===== src/rtl/ip_sdram_arbiter.sv =====
// ip_sdram_arbiter: shares the single ip_sdram port among VDP, CPU and DMA.
// One command is granted per slot; read words are routed back to their owner.
module ip_sdram_arbiter #(
  parameter int RD_LATENCY     = 4,
  parameter int VDP_MAX_CONSEC = 3
) (
  input  logic        clk,
  input  logic        reset,
  input  logic        exec,
  input  logic        sdram_busy,
  output logic [22:0] sdram_address,
  output logic        sdram_is_write,
  output logic [7:0]  sdram_wdata,
  input  logic [15:0] sdram_rdata,
  input  logic        vdp_req,
  input  logic [22:0] vdp_address,
  output logic        vdp_ack,
  output logic [15:0] vdp_rdata,
  output logic        vdp_rdata_en,
  input  logic        cpu_req,
  input  logic        cpu_write,
  input  logic [22:0] cpu_address,
  input  logic [7:0]  cpu_wdata,
  output logic        cpu_ack,
  output logic [15:0] cpu_rdata,
  output logic        cpu_rdata_en,
  input  logic        dma_req,
  input  logic        dma_write,
  input  logic [22:0] dma_address,
  input  logic [7:0]  dma_wdata,
  output logic        dma_ack,
  output logic [15:0] dma_rdata,
  output logic        dma_rdata_en
);

  localparam logic [1:0] OWN_NONE = 2'd0;
  localparam logic [1:0] OWN_VDP  = 2'd1;
  localparam logic [1:0] OWN_CPU  = 2'd2;
  localparam logic [1:0] OWN_DMA  = 2'd3;

  localparam int CW = $clog2(VDP_MAX_CONSEC + 1);
  localparam logic [CW-1:0] CMAX = CW'(VDP_MAX_CONSEC);

  typedef struct packed {
    logic       rd;
    logic [1:0] who;
  } owner_t;

  logic          issue;
  logic          vdp_block;
  logic          g_vdp, g_cpu, g_dma;
  logic [CW-1:0] vdp_consec, nxt_consec;
  logic          rr_dma, nxt_rr;
  logic [22:0]   nxt_addr;
  logic          nxt_wr;
  logic [7:0]    nxt_wdata;
  owner_t        cur_owner, nxt_owner;
  owner_t        dline [RD_LATENCY];
  owner_t        ret;

  assign issue = exec & ~sdram_busy;

  // Grant terms are mutually exclusive so the decoder below is truly unique.
  always_comb begin
    vdp_block = (vdp_consec == CMAX) && (cpu_req || dma_req);
    g_vdp = vdp_req & ~vdp_block;
    g_cpu = ~g_vdp & cpu_req & (~dma_req | ~rr_dma);
    g_dma = ~g_vdp & dma_req & ~g_cpu;
  end

  always_comb begin
    nxt_addr   = sdram_address;
    nxt_wr     = 1'b0;
    nxt_wdata  = sdram_wdata;
    nxt_owner  = '{rd: 1'b0, who: OWN_NONE};
    nxt_consec = '0;
    nxt_rr     = rr_dma;
    unique case (1'b1)
      g_vdp: begin
        nxt_addr   = vdp_address;
        nxt_owner  = '{rd: 1'b1, who: OWN_VDP};
        nxt_consec = (vdp_consec == CMAX) ?
                     CMAX : vdp_consec + CW'(1);
      end
      g_cpu: begin
        nxt_addr  = cpu_address;
        nxt_wr    = cpu_write;
        nxt_wdata = cpu_wdata;
        nxt_owner = '{rd: ~cpu_write, who: OWN_CPU};
        nxt_rr    = 1'b1;
      end
      g_dma: begin
        nxt_addr  = dma_address;
        nxt_wr    = dma_write;
        nxt_wdata = dma_wdata;
        nxt_owner = '{rd: ~dma_write, who: OWN_DMA};
        nxt_rr    = 1'b0;
      end
      default: ;
    endcase
  end

  always_ff @(posedge clk or posedge reset) begin
    if (reset) begin
      sdram_address  <= '0;
      sdram_is_write <= 1'b0;
      sdram_wdata    <= '0;
      cur_owner      <= '0;
      vdp_consec     <= '0;
      rr_dma         <= 1'b0;
      vdp_ack        <= 1'b0;
      cpu_ack        <= 1'b0;
      dma_ack        <= 1'b0;
    end else begin
      vdp_ack <= issue & g_vdp;
      cpu_ack <= issue & g_cpu;
      dma_ack <= issue & g_dma;
      if (issue) begin
        sdram_address  <= nxt_addr;
        sdram_is_write <= nxt_wr;
        sdram_wdata    <= nxt_wdata;
        cur_owner      <= nxt_owner;
        vdp_consec     <= nxt_consec;
        rr_dma         <= nxt_rr;
      end
    end
  end

  // Owner of each consumed read travels alongside the controller pipeline.
  always_ff @(posedge clk or posedge reset) begin
    if (reset) begin
      for (int i = 0; i < RD_LATENCY; i++) dline[i] <= '0;
      ret <= '0;
    end else begin
      dline[0] <= (issue && cur_owner.rd) ? cur_owner : '0;
      for (int i = 1; i < RD_LATENCY; i++) dline[i] <= dline[i-1];
      ret <= dline[RD_LATENCY-1];
    end
  end

  always_ff @(posedge clk or posedge reset) begin
    if (reset) begin
      vdp_rdata    <= '0;
      cpu_rdata    <= '0;
      dma_rdata    <= '0;
      vdp_rdata_en <= 1'b0;
      cpu_rdata_en <= 1'b0;
      dma_rdata_en <= 1'b0;
    end else begin
      vdp_rdata_en <= ret.rd && (ret.who == OWN_VDP);
      cpu_rdata_en <= ret.rd && (ret.who == OWN_CPU);
      dma_rdata_en <= ret.rd && (ret.who == OWN_DMA);
      if (ret.rd && ret.who == OWN_VDP) vdp_rdata <= sdram_rdata;
      if (ret.rd && ret.who == OWN_CPU) cpu_rdata <= sdram_rdata;
      if (ret.rd && ret.who == OWN_DMA) dma_rdata <= sdram_rdata;
    end
  end

endmodule


===== config.mk =====
export PLATFORM = sky130hd
export DESIGN_NAME = ip_sdram_arbiter
export DESIGN_NICKNAME = d
export VERILOG_FILES = /design/src/rtl/ip_sdram_arbiter.sv
export SDC_FILE = /design/constraint.sdc
export NUM_CORES = 1
export LEC_CHECK = 0
export CAP_MARGIN = 20
export CORE_ASPECT_RATIO = 1.25
export CORE_UTILIZATION = 40
export CTS_CLUSTER_DIAMETER = 40
export DETAILED_ROUTE_END_ITERATION = 10
export PLACE_DENSITY = 0.77
export SETUP_SLACK_MARGIN = 0.2
export SLEW_MARGIN = 10
export SYNTH_ARGS = -nofsm -noshare
export SYNTH_HDL_FRONTEND = slang
export SYNTH_SLANG_ARGS = --single-unit

===== constraint.sdc =====
create_clock -name clk -period 9.9 [get_ports clk]
set_input_delay 1.98 -clock clk [delete_from_list [all_inputs] [get_ports clk]]
set_output_delay 1.98 -clock clk [all_outputs]
set_load 0.05 [all_outputs]

### Yosys cells after proc, flatten, opt, wreduce, memory -nomap -nowiden

Cells that the tools add are included.

* flip-flop bits (word level): 107
* latch bits: 0
* RAM bits: 0
* ROM bits: 0
* word-level logic and storage cells: 67
* memories: 0

* add/sub/neg operators: 1
* multiply operators: 0
* div/mod/pow operators: 0
* $lt $le $gt $ge: 0
* eq/ne operators: 4
* shift-type cells: 0
* mux-type cells: 8
* bitwise operators: 18
* reduce and logical (&&, ||, !) cells: 10

Operators with widths (number)
* 23-bit case mux with 3 select lines: 1
* 8-bit case mux with 2 select lines: 1
* 1-bit AND: 9
* 3-bit case mux with 3 select lines: 1
* 1-bit inverter: 8
* 2-bit == test (second input constant): 3
* 1-bit logical AND: 5
* 2-bit 2-to-1 mux: 2
* 1-bit case mux with 2 select lines: 2
* 2-bit AND reduction: 2
* 3-bit 2-to-1 mux: 1
* 3-bit nonzero test: 1
* 2-bit by 1-bit adder with 2-bit output (second input constant): 1
* 2-bit by 1-bit == test with 1-bit output (second input constant): 1
* 2-bit nonzero test: 1
* 1-bit logical OR: 1
* 1-bit OR: 1

### Longest topological paths before layout

* depth after elaboration: 11
* mapped depth: 7
* depth with buffers taken out: 4

### Worst setup path before layout

No wires, ideal clock.

* path kind: input to register
* start point: input port sdram_busy
* end point: register sdram_address[10]
* setup time: 0.142 ns
* arrival: 3.047 ns
* data required time: 9.758 ns
* setup slack: 6.711 ns
* stages: 7
* path through: nand2b_1 -> buf_2 -> or3_1 -> buf_2 -> buf_6 -> a221oi_2 -> a211oi_1

* longest elaborated chain between the ends: 3

RTL lines
* from (decl): RTL line 10 `input logic sdram_busy,`
* 1-bit inverter: RTL line 61 `assign issue = exec & ~sdram_busy;`
* 1-bit AND: RTL line 61
* 2-bit AND reduction (no source line)
* to (signal assigned): RTL line 119 `sdram_address <= nxt_addr;`
* to (decl): RTL line 11 `output logic [22:0] sdram_address,`

No other way between the ends.
A chain may end at the register's enable or synchronous reset.

### Worst setup path in the final report

* start point: input port sdram_busy
* end point: register sdram_address[7]

The elaborated chain is that of the path after synthesis.

==> reports/summary.txt <==
Layout cells sized above 1 = 9.748%
# hold bufs at CTS = 0
Insertion delay to the later sink of the worst-skew pair = 0.34 ns
Req. time, crit path = 10.09 ns
Final setup violation count = 0
Vias per cell = 5.114
RSZ-0062 raised after global routing = no
CP max-delay cell = or3_2
Slew at the pin closest to its max-slew limit = 1.077 ns
Hold Vio Cnt, Final = 0
Die span in y = 119.9 um
Tcrit/Tclk final = 38.90%
DR pass1 iterations = 4
Die ar. = 11,540 um2
Global-route wire length before repair = 18,290 um
Initial Util = 41.47%
Number of remaining DRC errors = 0
Max_slew headroom = 28.04%
Clk sinks = 107
Largest net degree at the start of global routing = 60
# diodes = 0
CP endpoint kind = flip-flop
Final core utilization = 62.68%
Dominant cell type by area after synthesis = dfrtp_1
Cts repair resizes = 0
Critical path fanouts, max = 40
Top-Level Pins = 196
Leak pwr = 2.934 nW
Root Buffer Master = clkbuf_16
Crit Reg-Reg Startpoint = ret[2]
Max VDD drop = 0.08798 mV
Synth top cells by count = 113 x nand2_1, 107 x dfrtp_1, 52 x nor2_1, 22 x a211oi_1, 22 x a221oi_2
DPL Wire Length = 8439 um
Longest Clk Path Bufs = 2
Worst hold path class = flip-flop to flip-flop
WS Path Type = primary input to flip-flop
Register area share after synthesis = 60.23%
CTS tree = done
Syn avg cell area = 10.95 um2
Number of synthesized flops with an enable pin = 0
Setup crit end = sdram_address[7]
Initial DRC count = 152
Area Overhead vs Synth = 51.14%
Launch point of the worst path = sdram_busy
Hold WS = 0.3480 ns
Place WS = 5.720 ns
Mapped Area = 4446 um2
Setup slack, reg-to-reg = 7.90 ns
Design Power = 1.406 mW
Share of flip-flops with an asynchronous set or reset = 100.0%
Non-Filler Instances = 727
Die X-Extent = 96.29 um
Reg-to-Reg End = cpu_rdata[7]
Setup TNS = 0 ns
Initial antenna violation count = 0
Antenna Nets Post-Route = 0
Final net count = 702
Placed Area = 6469 um2
Final worst-path setup slack = 6.049 ns
Clock Skew = 0.007408 ns
Vias in the first global route = 3,859
Main synth FF type = dfrtp_1
Largest stage delay on the critical path = 0.89 ns
Port Buffers = 195
Core ar. = 10,720 um2
# rows = 42
Postcts setup bufs = 0
Synthesized flop and latch total = 107
Cell count after synthesis = 406
Maxcap violations = 0
Dominant cells by area after synthesis = dfrtp_1 60%, nand2_1 9.5%, a221oi_2 7.4%
Most frequent cell after synthesis = nand2_1
Fmax = 259.7 MHz
Syn Nets = 516
Total grt overflow = 0
WL per Instance = 15.91 um
CTS H-tree depth = 3
CP Cell Sequence = clkdlybuf4s50_1 > nand2b_1 > or3_2 > a221oi_2 > a211oi_1
PD cells = 209.3 nW/um2
Post-route cell area = 6719 um2
Critical path launch point type = primary input
Final WL = 11,570 um
Clk pin slew, worst setup/hold paths = 0.06 ns
Placer congestion estimate = 0.7993
Area share of the largest cell type after synthesis = 60.23%
Fin crit period = 3.851 ns
WP data arrival = 4.04 ns
Yosys warning count = 0
DP Cell Count = 713
CTS buffer count = 9
Run status = complete, no violations
Synth unique cells = 32
Max Slew Vio Count = 0
Total track usage = 20.79%
Reg2Reg Depth = 4
Via count = 3,718
worst max-delay path, delay by kind of cell:
kind	cells	cell delay [ns]
AOI/OAI and AO/OA	2	0.41
and+or+nand+nor	2	1.21
buffers and inverters	1	0.41
report_power, final:
group / internal, mW / switching, mW
sequential: 0.510 / 0.0430
combinational: 0.189 / 0.349
clock: 0.169 / 0.147
cells by family (layout without fill, tap and decap cells):
group / count (synthesis) / count (layout) / synth area share, %
simple gates: 181 / 181 / 16.16
flops: 107 / 107 / 60.23
compound gates: 66 / 66 / 14.38
buf+inv: 28 / 217 / 3.377
mux: 24 / 24 / 5.854
cell usage in the layout (no fill, tap or decap), drive strengths merged:
master / instances
clkdlybuf4s50: 195
nand2: 113
dfrtp: 107
nor2: 53
a221oi: 22
a211oi: 22
mux2: 16
clkbuf: 12
o21ai: 10
mux2i: 8
and3: 4
buf: 4
clkinv: 3
inv: 3
a32oi: 2
nand2b: 2
a31oi: 2
nand3: 2
nand3b: 2
nor2b: 2
a21oi: 2
a21boi: 2
a21bo: 1
nor3: 1
or3: 1
and2: 1
o22a: 1
o221ai: 1
o31ai: 1
state kept, by name, summed over array words and instances, names as in the netlist, 2 cells and up:
| name | count |
|---|---|
| cpu_rdata | 16 |
| cur_owner | 3 |
| dline | 12 |
| dma_rdata | 16 |
| ret | 3 |
| sdram_address | 23 |
| sdram_wdata | 8 |
| vdp_consec | 2 |
| vdp_rdata | 16 |
final cells by class:
cell class	count	area [um2]
clock buffer	12	236.5
fill	892	4001
inverter	4	17.52
timing repair buffer	199	1982
clock inverter	2	13.76
sequential	107	2678
tap	132	165.2
multi-input combinational	271	1627
worst min path at each step:
stage | startpoint | end | slack, ns | cells after the start
4_1_cts | dline[2] | ret[2] | 0.35 | 0
2_1_floorplan | dline[3] | dline[0] | 0.33 | 0
6_report | dline[2] | ret[2] | 0.35 | 0
3_5_place_dp | dline[10] | dline[7] | 0.34 | 0
5_1_grt | dline[2] | ret[2] | 0.35 | 0
3_3_place_gp | dline[2] | ret[2] | 0.33 | 0
routing by layer:
layer | GRT usage, % | part of all wire, %
met5 | 0 | 0
met4 | 8.364 | 2.1
met3 | 6.147 | 8.4
met2 | 36.13 | 50
met1 | 23.44 | 39
Note: power is estimated with default switching activity, not from simulation.
